File: config.mk
export PLATFORM = sky130hd
export DESIGN_NAME = muldiv_ctrl
export DESIGN_NICKNAME = d
export VERILOG_FILES = /design/src/rtl/muldiv_ctrl.sv
export SDC_FILE = /design/constraint.sdc
export NUM_CORES = 1
export LEC_CHECK = 0
export BUFFER_PORTS_ARGS = -buffer_cell sky130_fd_sc_hd__buf_2
export CAP_MARGIN = 10
export CORE_AREA = 2 2 153 140
export DETAILED_ROUTE_END_ITERATION = 10
export DIE_AREA = 0 0 155 142
export MAX_ROUTING_LAYER = met4
export PLACE_DENSITY = 0.89
export SYNTH_ARGS = -nofsm -noshare
export SYNTH_HDL_FRONTEND = slang
export SYNTH_SLANG_ARGS = --single-unit
export TNS_END_PERCENT = 50
File: constraint.sdc
create_clock -name clk -period 7.5 [get_ports clk]
set_input_delay 1.5 -clock clk [delete_from_list [all_inputs] [get_ports clk]]
set_output_delay 1.5 -clock clk [all_outputs]
set_load 0.03 [all_outputs]
File: src/rtl/muldiv_ctrl.sv
// Iterative MULTU/DIVU sequencer feeding the 64-bit HiLo register.
// It runs a 32-step shift-add multiply or a restoring divide. The result
// {hi,lo} appears on ans together with a single-cycle hilo_we strobe.
// busy/stall hold the pipeline until HiLo is current.
module muldiv_ctrl #(
  parameter int WIDTH = 32
) (
  input  logic               clk,
  input  logic               reset,
  input  logic               start,
  input  logic [1:0]         op,
  input  logic [WIDTH-1:0]   src_a,
  input  logic [WIDTH-1:0]   src_b,
  input  logic               mf_req,
  output logic [2*WIDTH-1:0] ans,
  output logic               hilo_we,
  output logic               busy,
  output logic               stall
);

  localparam int CW = (WIDTH > 1) ? $clog2(WIDTH) : 1;
  localparam logic [CW-1:0] LAST_STEP = CW'(WIDTH - 1);

  localparam logic [1:0] OP_MULTU = 2'b01;
  localparam logic [1:0] OP_DIVU  = 2'b10;

  typedef enum logic [1:0] {
    IDLE = 2'd0,
    MUL  = 2'd1,
    DIV  = 2'd2,
    DONE = 2'd3
  } state_t;

  state_t               state_q, state_d;
  logic [CW-1:0]        cnt_q, cnt_d;
  // The multiply adds the multiplicand. The divide subtracts the divisor.
  logic [WIDTH-1:0]     opnd_q, opnd_d;
  // Multiply: {partial product hi, multiplier bits still to consume}.
  // Divide:   {partial remainder, dividend bits shifting into quotient}.
  logic [2*WIDTH-1:0]   acc_q, acc_d;
  logic [2*WIDTH-1:0]   ans_q, ans_d;

  // One shift-add step. The add carries into bit WIDTH, and that carry
  // is shifted straight back down into the upper half.
  logic [WIDTH:0]       mul_sum;
  logic [2*WIDTH-1:0]   mul_next;

  // One restoring step. The remainder is always below the divisor, so it
  // fits WIDTH bits. Only the trial subtraction needs the extra bit.
  logic [WIDTH:0]       div_shift;
  logic                 div_ge;
  logic [WIDTH-1:0]     div_diff;
  logic [2*WIDTH-1:0]   div_next;

  assign mul_sum  = {1'b0, acc_q[2*WIDTH-1:WIDTH]}
                  + (acc_q[0] ? {1'b0, opnd_q} : {(WIDTH+1){1'b0}});
  assign mul_next = {mul_sum, acc_q[WIDTH-1:1]};

  assign div_shift = {acc_q[2*WIDTH-1:WIDTH], acc_q[WIDTH-1]};
  assign div_ge    = (div_shift >= {1'b0, opnd_q});
  assign div_diff  = div_shift[WIDTH-1:0] - opnd_q;
  assign div_next  = {(div_ge ? div_diff : div_shift[WIDTH-1:0]),
                      acc_q[WIDTH-2:0], div_ge};

  // State, counter, operand, accumulator and result registers
  always_ff @(posedge clk or posedge reset) begin
    if (reset) begin
      state_q <= IDLE;
      cnt_q   <= '0;
      opnd_q  <= '0;
      acc_q   <= '0;
      ans_q   <= '0;
    end else begin
      state_q <= state_d;
      cnt_q   <= cnt_d;
      opnd_q  <= opnd_d;
      acc_q   <= acc_d;
      ans_q   <= ans_d;
    end
  end

  // Next-state logic: accept requests in IDLE and step the datapath in MUL/DIV
  always_comb begin
    state_d = state_q;
    cnt_d   = cnt_q;
    opnd_d  = opnd_q;
    acc_d   = acc_q;
    ans_d   = ans_q;
    unique case (state_q)
      IDLE: begin
        if (start && op == OP_MULTU) begin
          opnd_d  = src_a;
          acc_d   = {{WIDTH{1'b0}}, src_b};
          cnt_d   = '0;
          state_d = MUL;
        end else if (start && op == OP_DIVU) begin
          if (src_b != '0) begin
            opnd_d  = src_b;
            acc_d   = {{WIDTH{1'b0}}, src_a};
            cnt_d   = '0;
            state_d = DIV;
          end else begin
            // Divide by zero: the remainder is the dividend and the quotient is all-ones.
            ans_d   = {src_a, {WIDTH{1'b1}}};
            state_d = DONE;
          end
        end
      end
      MUL: begin
        acc_d = mul_next;
        if (cnt_q == LAST_STEP) begin
          ans_d   = mul_next;
          state_d = DONE;
        end else begin
          cnt_d = cnt_q + 1'b1;
        end
      end
      DIV: begin
        acc_d = div_next;
        if (cnt_q == LAST_STEP) begin
          ans_d   = div_next;
          state_d = DONE;
        end else begin
          cnt_d = cnt_q + 1'b1;
        end
      end
      DONE: begin
        // A start seen here is refused. Decode keeps it stalled, and it is taken next cycle in IDLE.
        state_d = IDLE;
      end
      default: state_d = IDLE;
    endcase
  end

  assign ans     = ans_q;
  assign hilo_we = (state_q == DONE);
  assign busy    = (state_q != IDLE);
  assign stall   = busy & (start | mf_req);

endmodule

==> flow_summary.ini, run 1 <==
[outcome]
outcome = finished clean

[timing]
setup_violations = 0
fin_crit_sh_pct = 64.57
fin_skew_ps = 20.31
rsz0062_at_grt = no
maxSlewHeadroom_pct = 21.37
setup_tns_ps = 0
fmax_mhz = 206.5
worst_pin_slew_ps = 1177
final_hold_viol_count = 0
report.final.slew_viol_count = 0
period_minus_slack_ps = 4842
finalWorstSetupSlack_ps = 2658

[clock_tree]
clock_sinks = 167
root_buffer = clkbuf_16
insertion_delay_ps = 440
path_clk_slew_ps = 70
cts_buffers = 17
cts_tree = done
ctsResizeCount = 0
htreeDepth = 4
cts_setup_buffers = 0
ctsHoldBuffers = 0
clk_path_buf_depth = 2

[synth]
synth_top_area_share_pct = 34.40
synthTopCellsByCount = 167 x dfrtp_1, 133 x nand2_1, 132 x o21ai_0
synth_edf_count = 0
yosys_warnings = 0
syn_area_per_cell_sq_um = 8.689
ys_seq_area_share_pct = 34.40
syn_nets = 1540
synth_area_leaders = dfrtp_1 34%, ha_1 7.2%, mux2_2 5.9%
ys.flop_type = dfrtp_1
syn-instance-count = 1398
synth_seq_cells = 167
netlist_area_sq_um = 12150
yosysTopAreaCell = dfrtp_1
synth_cell_types = 74
synth_async_sr_flop_share_pct = 100.0
synth_most_common_cell = dfrtp_1

[global_route]
grt_pass1_wl_um = 60520
grt_start_max_net_pins = 114
grt_overflow_total = 0
grt.total_usage_pct = 36.38
grt_antenna_before_repair = 0
first_global_vias = 10920

[worst_setup_path]
crit_path_max_incr_delay_ps = 980
path_class = in2reg
crit_chain = buf_2, nor4_1, nand4_1, nor2_1, o21ai_1, and2_2, buf_4, nor2_4, buf_4, o21ai_0
critical_path_required_ps = 7800
crit_path_end_kind = flip-flop
path_buf_inv = 3
critPathLaunchType = input port
crit_fanout = 67
critPathArrivalTime_ps = 5140
critPathTopFamily = simple AND/OR/NAND/NOR gates
crit_top_cell = buf_4
slowest_stage = nor2_4

[run]
maxCapViolCount = 0

[placement]
preCtsSetupSlack_ps = 2293
portBuffers = 136
hpwl_um = 28160
gp_congestion = 1.025

[drt]
drtPass1Iterations = 8
wl_um = 38960
final_antenna_net_count = 0
drc = 0
wl_per_cell_um = 22.20
vias_per_cell = 6.728
dr_total_vias = 11810
dr.first_iter.drc_count = 1480

[power_and_ir_drop]
p_leak_nw = 6.481
p_seq_share_pct = 23.8
switching_share_pct = 52.77
combPwrFrac_pct = 64.4
pwr-share-clk_pct = 11.8
netSwitchingPower_mw = 3.906
intPower_mw = 3.497
pwr_density_cell_nw_per_um2 = 548.0
irDropWorstVdd_uv = 1068

[floorplanning]
die-area_sq_um = 22010
pin_count = 137
die_y_um = 142
core_sq_um = 20460
start_util_pct = 59.38
die_w_um = 155
row_count = 50

[final_layout]
drive_gt1_share_pct = 17.59
finalCoreUtilization_pct = 66.03
final_nets = 1624
num-fill-cells = 1560
diodes = 0
area_growth_pct = 11.20

[hold_path]
hold_class = reg2reg
==> per-layer routing <==
metal / track usage (%) / vias up / routed length [um]
li1: - / 5304 / -
met1: 50.20 / 5627 / 15900
met2: 54.62 / 761 / 17260
met3: 6.121 / 116 / 4329
met4: 12.77 / 0 / 1478
met5: - / - / 0
==> final cells by class <==
type	instances	area, sq um	share of cell area, %
clock buffer	19	432.9	3.205
clock inverter	13	140.1	1.037
tap	260	325.3	2.408
inverter	55	211.5	1.565
sequential	167	4179	30.94
multi-input combinational	1094	7456	55.20
timing repair buffer	147	763.2	5.650
==> per-stage QoR <==
step                      instance area [sq um]  power (mW)  hold slack (ps)  cells
after global placement                    12930       6.242            456.1   1723
after global routing                      13510       7.849            485.4   1755
after CTS                                 13510       7.254            479.0   1755
after floorplan                           12150       5.094            472.7   1398
final                                     13510       7.403            478.1   1755
after detailed placement                  12930       6.352            464.4   1723
==> cells in the final DEF (no fill, tap or decap), drive strengths merged, types with 16 or more instances in the layout <==
| cell type | n |
|---|---|
| xnor2 | 32 |
| nand2 | 134 |
| a221o | 32 |
| xor2 | 18 |
| inv | 60 |
| ha | 70 |
| nor2 | 92 |
| nand3 | 25 |
| dfrtp | 167 |
| nand4 | 16 |
| a211oi | 16 |
| a21o | 41 |
| and2 | 40 |
| o21ai | 162 |
| buf | 147 |
| mux2i | 41 |
| mux2 | 67 |
| a21oi | 110 |
| clkbuf | 19 |
==> power groups by stage <==
stage	Sequential (mW)	Clock (mW)	Combinational, mW
final	1.76	0.870	4.77
after global routing	1.80	0.905	5.15
after CTS	1.74	0.866	4.65
after detailed placement	1.75	0	4.60
after global placement	1.74	0	4.50
after floorplan	1.92	0	3.17
==> worst min-delay path, cell delays in order, from the launching register on <==
cell	delay (ps)
dfrtp_1	340
nand2_1	50
o31ai_1	60
==> cells by family after synthesis <==
group,share of synthesized area (%)
AO/OA/AOI/OAI,25.41
AND/OR/NAND/NOR,14.98
flip-flops,34.40
buffers and inverters,4.480
multiplexers,9.589
adder cells (fa/ha/maj),7.539
XOR/XNOR,3.605
==> registers in the layout (all words and copies together) (netlist names) <==
| name | count |
|---|---|
| ans | 64 |
| cnt_q | 5 |
| state_q | 2 |
| acc_q | 64 |
| opnd_q | 32 |
==> worst paths after layout <==
check                      startpoint  cells after the start        end  slack, ps
min in group asynchronous       reset                      2    ans[36]       1290
max in group asynchronous       reset                      3    ans[59]       4890
hold / removal                ans[44]                      2    ans[44]        480
setup / recovery             src_b[7]                     10  acc_q[26]       2660
hold reg to reg               ans[44]                      2    ans[44]        480
setup reg to reg           opnd_q[10]                     13    ans[55]       2910
(Power assumes the default switching activity.)
==> inputs of run 2 (changes only) <==
--- a/config.mk
+++ b/config.mk
@@ -5,13 +5,14 @@
 export SDC_FILE = /design/constraint.sdc
 export NUM_CORES = 1
 export LEC_CHECK = 0
+export ABC_AREA = 1
 export BUFFER_PORTS_ARGS = -buffer_cell sky130_fd_sc_hd__buf_2
 export CAP_MARGIN = 10
-export CORE_AREA = 2 2 153 140
+export CORE_AREA = 2 2 170 155
 export DETAILED_ROUTE_END_ITERATION = 10
-export DIE_AREA = 0 0 155 142
+export DIE_AREA = 0 0 172 157
 export MAX_ROUTING_LAYER = met4
-export PLACE_DENSITY = 0.89
+export PLACE_DENSITY = 0.85
 export SYNTH_ARGS = -nofsm -noshare
 export SYNTH_HDL_FRONTEND = slang
 export SYNTH_SLANG_ARGS = --single-unit
==> constraint.sdc (replaced) <==
create_clock -name clk -period 4 [get_ports clk]
set_input_delay 0.8 -clock clk [delete_from_list [all_inputs] [get_ports clk]]
set_output_delay 0.8 -clock clk [all_outputs]
set_load 0.03 [all_outputs]
==> run 2 against run 1 <==
  * Register-to-register slack got worse by 2000 ps
  * Die area increased by 23%
  * Synthesized area increased by 13%
  * Flip-flop and latch count unchanged
  * Sequential share of layout area decreased by 3.4 points
  * Synthesized cell count increased by 56%
  * Clock power increased by 95%
==> flow_summary.ini, run 2 <==
[power_and_ir_drop]
combPwrFrac_pct = 64.3
intPower_mw = 6.078
irDropWorstVdd_uv = 2483
power_mw = 13.43
p_seq_share_pct = 23.0
pwr_density_cell_nw_per_um2 = 883.9
p_leak_nw = 8.453
netSwitchingPower_mw = 7.348
pwr-share-clk_pct = 12.7
switching_share_pct = 54.73

[worst_setup_path]
reg2reg_to = acc_q[63]
critPathLaunchType = flip-flop
critPathArrivalTime_ps = 3450
path_class = reg2reg
r2r_setup_slack_ps = 890
crit_fanout = 10
crit_path_end_kind = flip-flop
critical_path_required_ps = 4340
r2r-start = acc_q[0]
worstRegToRegCells = 16

[synth]
synthXorXnorAreaFrac_pct = 0.9590
netlist_area_sq_um = 13700
yosys.area_share.adder_pct = 6.686
synth-compound-area-share_pct = 16.55
yosysTopAreaCell = dfrtp_1
synth_seq_cells = 167
syn_area_per_cell_sq_um = 6.281
syn_nets = 2323
synth_cell_types = 46
ys_seq_area_share_pct = 30.51
synth_area_leaders = dfrtp_1 31%, nand2_1 21%, inv_1 8.7%
synthTopCellsByCount = 783 x nand2_1, 319 x inv_1, 167 x dfrtp_1
synth_async_sr_flop_share_pct = 100.0
synth_most_common_cell = nand2_1
synth_edf_count = 0
ys.flop_type = dfrtp_1
yosys_warnings = 0
synth_mux_area_share_pct = 0
synth_top_area_share_pct = 30.51
synth-simple-area-share_pct = 33.73
synth_top_family_by_area = simple AND/OR/NAND/NOR gates
syn-instance-count = 2181

[clock_tree]
cts_tree = done
insertion_delay_ps = 440
path_clk_slew_ps = 70
root_buffer = clkbuf_16
ctsResizeCount = 0
htreeDepth = 4
clk_path_buf_depth = 2
cts_setup_buffers = 0
ctsHoldBuffers = 0
cts_buffers = 17
clock_sinks = 167

[drt]
final_antenna_net_count = 0
wl_per_cell_um = 17.66
vias_per_cell = 5.643
wl_um = 46240
dr.first_iter.drc_count = 1768
dr_total_vias = 14770
drtPass1Iterations = 6
drc = 0

[floorplanning]
start_util_pct = 54.69
core_sq_um = 25050
row_count = 55
die-area_sq_um = 27000
pin_count = 137
die_y_um = 157
die_w_um = 172

[timing]
fin_skew_ps = 11.96
maxSlewHeadroom_pct = 29.17
fmax_mhz = 321.6
final_hold_viol_count = 0
setup_tns_ps = 0
fin_crit_sh_pct = 77.74
finalWorstSetupSlack_ps = 890.6
hold_ws_ps = 473.6
setup_violations = 0
period_minus_slack_ps = 3109
worst_pin_slew_ps = 1062
report.final.slew_viol_count = 0
rsz0062_at_grt = no

[final_layout]
num-fill-cells = 2449
final_nets = 2405
final_area_sq_um = 15190
finalCoreUtilization_pct = 60.63
ff_latch_area_sq_um = 4179
mostFrequentLayoutCells = 782 x nand2_1, 316 x inv_1, 167 x dfrtp_1
drive_gt1_share_pct = 9.275
area_growth_pct = 10.87
instances_no_fill = 2618
multi_input_area_sq_um = 7958
final_common_cell = nand2_1

[global_route]
first_global_vias = 13540
grt_overflow_total = 0
grt_antenna_before_repair = 1
grt_start_max_net_pins = 168
grt_pass1_wl_um = 72130
grt.total_usage_pct = 35.50

[hold_path]
worstHoldPathCells = 2
min_to = ans[25]
hp-start = ans[25]
hold_class = reg2reg

[placement]
place_area_sq_um = 14590
place_inst = 2586
preCtsSetupSlack_ps = 680.2
portBuffers = 136
hpwl_um = 35070
gp_congestion = 1.014

[run]
maxCapViolCount = 0

[outcome]
outcome = finished clean
[run 2: worst max-delay path by stage]
| stage | start | cells after the start | slack (ps) | end |
|---|---|---|---|---|
| 2_1_floorplan | reset | 1 | 1070 | acc_q[0] |
| 3_3_place_gp | op[1] | 11 | 790 | cnt_q[0] |
| 3_5_place_dp | op[1] | 12 | 680 | acc_q[17] |
| 4_1_cts | acc_q[0] | 16 | 990 | acc_q[63] |
| 5_1_grt | acc_q[0] | 14 | 670 | ans[51] |
| 6_report | acc_q[0] | 16 | 890 | acc_q[63] |
[run 2: cells by family (layout without fill, tap and decap cells)]
logic type      after synthesis  count (layout)
compound gates              393             393
xor+xnor                     15              15
fa+ha+maj                    72              72
buf+inv                     407             501
flops                       167             167
other cells                   0               1
simple gates               1127            1127
[run 2: area by class of cell]
class                           count  area share, %
Timing Repair Buffer              149          5.371
Clock inverter                     11         0.9144
Inverter                          321          7.966
Clock buffer                       20          3.007
Sequential cell                   167          27.51
Multi-Input combinational cell   1607          52.39
Antenna cell                        1        0.01648
Tap cell                          342          2.817
[run 2: worst max-delay path, stage by stage (launching register included)]
cell and delay [ps]:
dfrtp_1 570, nand2_1 90, inv_1 60, ha_1 160, inv_1 70, fa_1 430
o21ai_0 520, nand3_1 150, nand2_1 190, nand3_1 120, nand2_1 120, nand2_1 100
nand2_1 70, nand2_1 40, nand2_1 80, nand2_1 70, o21ai_0 180
[run 2: routing by layer]
layer  GRT usage [%]  up-vias  part of all wire, %
li1                -     7139                    -
met1           47.24     6801                   42
met2           55.98      714                   46
met3           4.375      119                  7.5
met4           12.81        0                  3.6
met5               -        -                    0
[run 2: power groups by stage]
stage               sequential (mW)  clock [mW]  combinational, mW
CTS                            3.06        1.70               8.55
detailed placement             3.07           0               8.44
global placement               3.05           0               8.23
finish                         3.09        1.70               8.63
global route                   3.17        1.78               9.55
floorplan                      3.56           0               5.67
==> inputs of run 3 (changes only) <==
--- a/config.mk
+++ b/config.mk
@@ -8,11 +8,11 @@
 export ABC_AREA = 1
 export BUFFER_PORTS_ARGS = -buffer_cell sky130_fd_sc_hd__buf_2
 export CAP_MARGIN = 10
-export CORE_AREA = 2 2 170 155
+export CORE_AREA = 2 2 161 148
 export DETAILED_ROUTE_END_ITERATION = 10
-export DIE_AREA = 0 0 172 157
+export DIE_AREA = 0 0 163 150
 export MAX_ROUTING_LAYER = met4
-export PLACE_DENSITY = 0.85
+export PLACE_DENSITY = 0.89
 export SYNTH_ARGS = -nofsm -noshare
 export SYNTH_HDL_FRONTEND = slang
 export SYNTH_SLANG_ARGS = --single-unit
==> constraint.sdc (replaced) <==
create_clock -name clk -period 3.11 [get_ports clk]
set_input_delay 0.622 -clock clk [delete_from_list [all_inputs] [get_ports clk]]
set_output_delay 0.622 -clock clk [all_outputs]
set_load 0.03 [all_outputs]
==> run 3 against run 2 <==
  * Maximum frequency rose by 5.5%
  * Flip-flop and latch count unchanged
  * Sequential power grew 28%
  * Hold slack got worse by 150 ps
  * Clock-buffer cell count shrank 2
  * Largest power group unchanged
  * First-iteration DRC count grew 0.68%
  * Wire length grew 4.6%
  * Design area grew 1.4%
  * Die area is 9.5% lower
  * Register-to-register slack worse by 730 ps
  * Critical endpoint is now ans[54]
  * Largest cell class unchanged
  * Clock skew up 6.2 ps
==> flow_summary.ini, run 3 (synthesis gave the netlist of run 2 again) <==
[worst_setup_path]
critical_path_required_ps = 3450
critPathLaunchType = flip-flop
r2r_setup_slack_ps = 160
crit_path_end_kind = flip-flop
crit_fanout = 15
reg2reg_to = ans[54]
r2r-start = acc_q[35]
worstRegToRegCells = 14
critPathArrivalTime_ps = 3290
path_class = reg2reg
crit_start = acc_q[35]
crit_path_end = ans[54]

[global_route]
grt_pass1_wl_um = 75600
grt_start_max_net_pins = 67
grt_overflow_total = 0
grt.total_usage_pct = 41.25
grt_antenna_before_repair = 2
first_global_vias = 14110

[clock_tree]
cts_tree = done
root_buffer = clkbuf_16
cts_buffers = 17
clock_sinks = 167
clk_path_buf_depth = 2
insertion_delay_ps = 440
htreeDepth = 4
cts_setup_buffers = 0
path_clk_slew_ps = 80

[power_and_ir_drop]
netSwitchingPower_mw = 9.720
combPwrFrac_pct = 64.9
p_leak_nw = 8.610
pwr-share-clk_pct = 12.5
switching_share_pct = 55.32
p_seq_share_pct = 22.6
irDropWorstVdd_uv = 2442
intPower_mw = 7.851
power_mw = 17.57
pwr_density_cell_nw_per_um2 = 1141

[hold_path]
hold_class = in2async

[timing]
fin_crit_sh_pct = 94.80
report.final.slew_viol_count = 0
maxSlewHeadroom_pct = 43.88
final_hold_viol_count = 0
fin_skew_ps = 18.13
period_minus_slack_ps = 2948
finalWorstSetupSlack_ps = 161.9
worst_pin_slew_ps = 840.0
hold_ws_ps = 328.2
fmax_mhz = 339.2
setup_violations = 0

[placement]
gp_congestion = 0.9987
place_area_sq_um = 14800
hpwl_um = 37140
portBuffers = 136
preCtsSetupSlack_ps = 294.1

[final_layout]
final_nets = 2434
num-fill-cells = 2140
final_common_cell = nand2_1
finalCoreUtilization_pct = 67.32
mostFrequentLayoutCells = 782 x nand2_1, 316 x inv_1, 167 x dfrtp_1
drive_gt1_share_pct = 10.50
final_area_sq_um = 15400
area_growth_pct = 12.43

[drt]
drtPass1Iterations = 7
final_antenna_net_count = 0
dr.first_iter.drc_count = 1780
dr_total_vias = 15190
wl_per_cell_um = 18.55
wl_um = 48390
drc = 0
vias_per_cell = 5.822

[floorplanning]
die-area_sq_um = 24450
pin_count = 137
die_y_um = 150
core_sq_um = 22880
die_w_um = 163
start_util_pct = 59.88
row_count = 53

[run]
maxCapViolCount = 0

[outcome]
outcome = finished clean
==> run 3: stage by stage <==
step,setup TNS (ps),cells
floorplan,0,2181
global placement,0,2575
detailed placement,0,2575
CTS,0,2607
global route,-11.49,2609
finish,0,2609
==> run 3: metal layers <==
metal | share of wire [%] | GRT usage, % | wire (um)
met1 | 40 | 52.80 | 19380
met2 | 45 | 64.17 | 21800
met3 | 9.8 | 7.178 | 4738
met4 | 5.1 | 18.67 | 2475
met5 | 0 | - | 0
==> run 3: how the worst min path moves through the flow <==
stage | from | slack [ps] | cells past startpoint | to
2_1_floorplan | cnt_q[4] | 470 | 1 | cnt_q[4]
3_3_place_gp | ans[1] | 460 | 2 | ans[1]
3_5_place_dp | ans[20] | 460 | 2 | ans[20]
4_1_cts | reset | 350 | 2 | state_q[1]
5_1_grt | reset | 390 | 2 | state_q[1]
6_report | reset | 330 | 2 | state_q[1]
==> run 3: timing repair <==
| action | CTS | global route |
|---|---|---|
| setup endpoints to repair | 0 | 1 |
| resized for setup | 0 | 1 |
| endpoints found under the hold margin | 0 | 0 |
| hold buffers | 0 | 0 |
==> run 3: worst max-delay path, stage by stage (launching register included) <==
cell	delay, ps
dfrtp_1	440
ha_1	400
nand2_1	120
nor2_1	450
nand3_1	130
nand3b_1	180
nand2_1	110
nor2_4	50
nand2_4	200
nand2_4	200
nand2_1	110
nand2_1	70
nand2_1	90
nand2_1	90
a21oi_1	200
==> run 3: area by class of cell <==
| type | count | area, sq um | area share (%) |
|---|---|---|---|
| clock buffer | 18 | 439.2 | 2.851 |
| tap | 302 | 377.9 | 2.453 |
| timing repair buffer | 178 | 1071 | 6.954 |
| antenna | 2 | 5.005 | 0.03249 |
| sequential | 167 | 4179 | 27.13 |
| clock inverter | 14 | 162.7 | 1.056 |
| inverter | 321 | 1210 | 7.855 |
| multi-input combinational | 1607 | 7958 | 51.67 |
==> run 3: power by group through the flow <==
stage / registers [mW] / clock network (mW) / logic (mW)
after floorplan: 4.57 / 0 / 7.29
after global placement: 3.94 / 0 / 10.8
after detailed placement: 3.96 / 0 / 11.1
after CTS: 3.93 / 2.20 / 11.2
after global routing: 4.05 / 2.29 / 12.6
final: 3.97 / 2.20 / 11.4
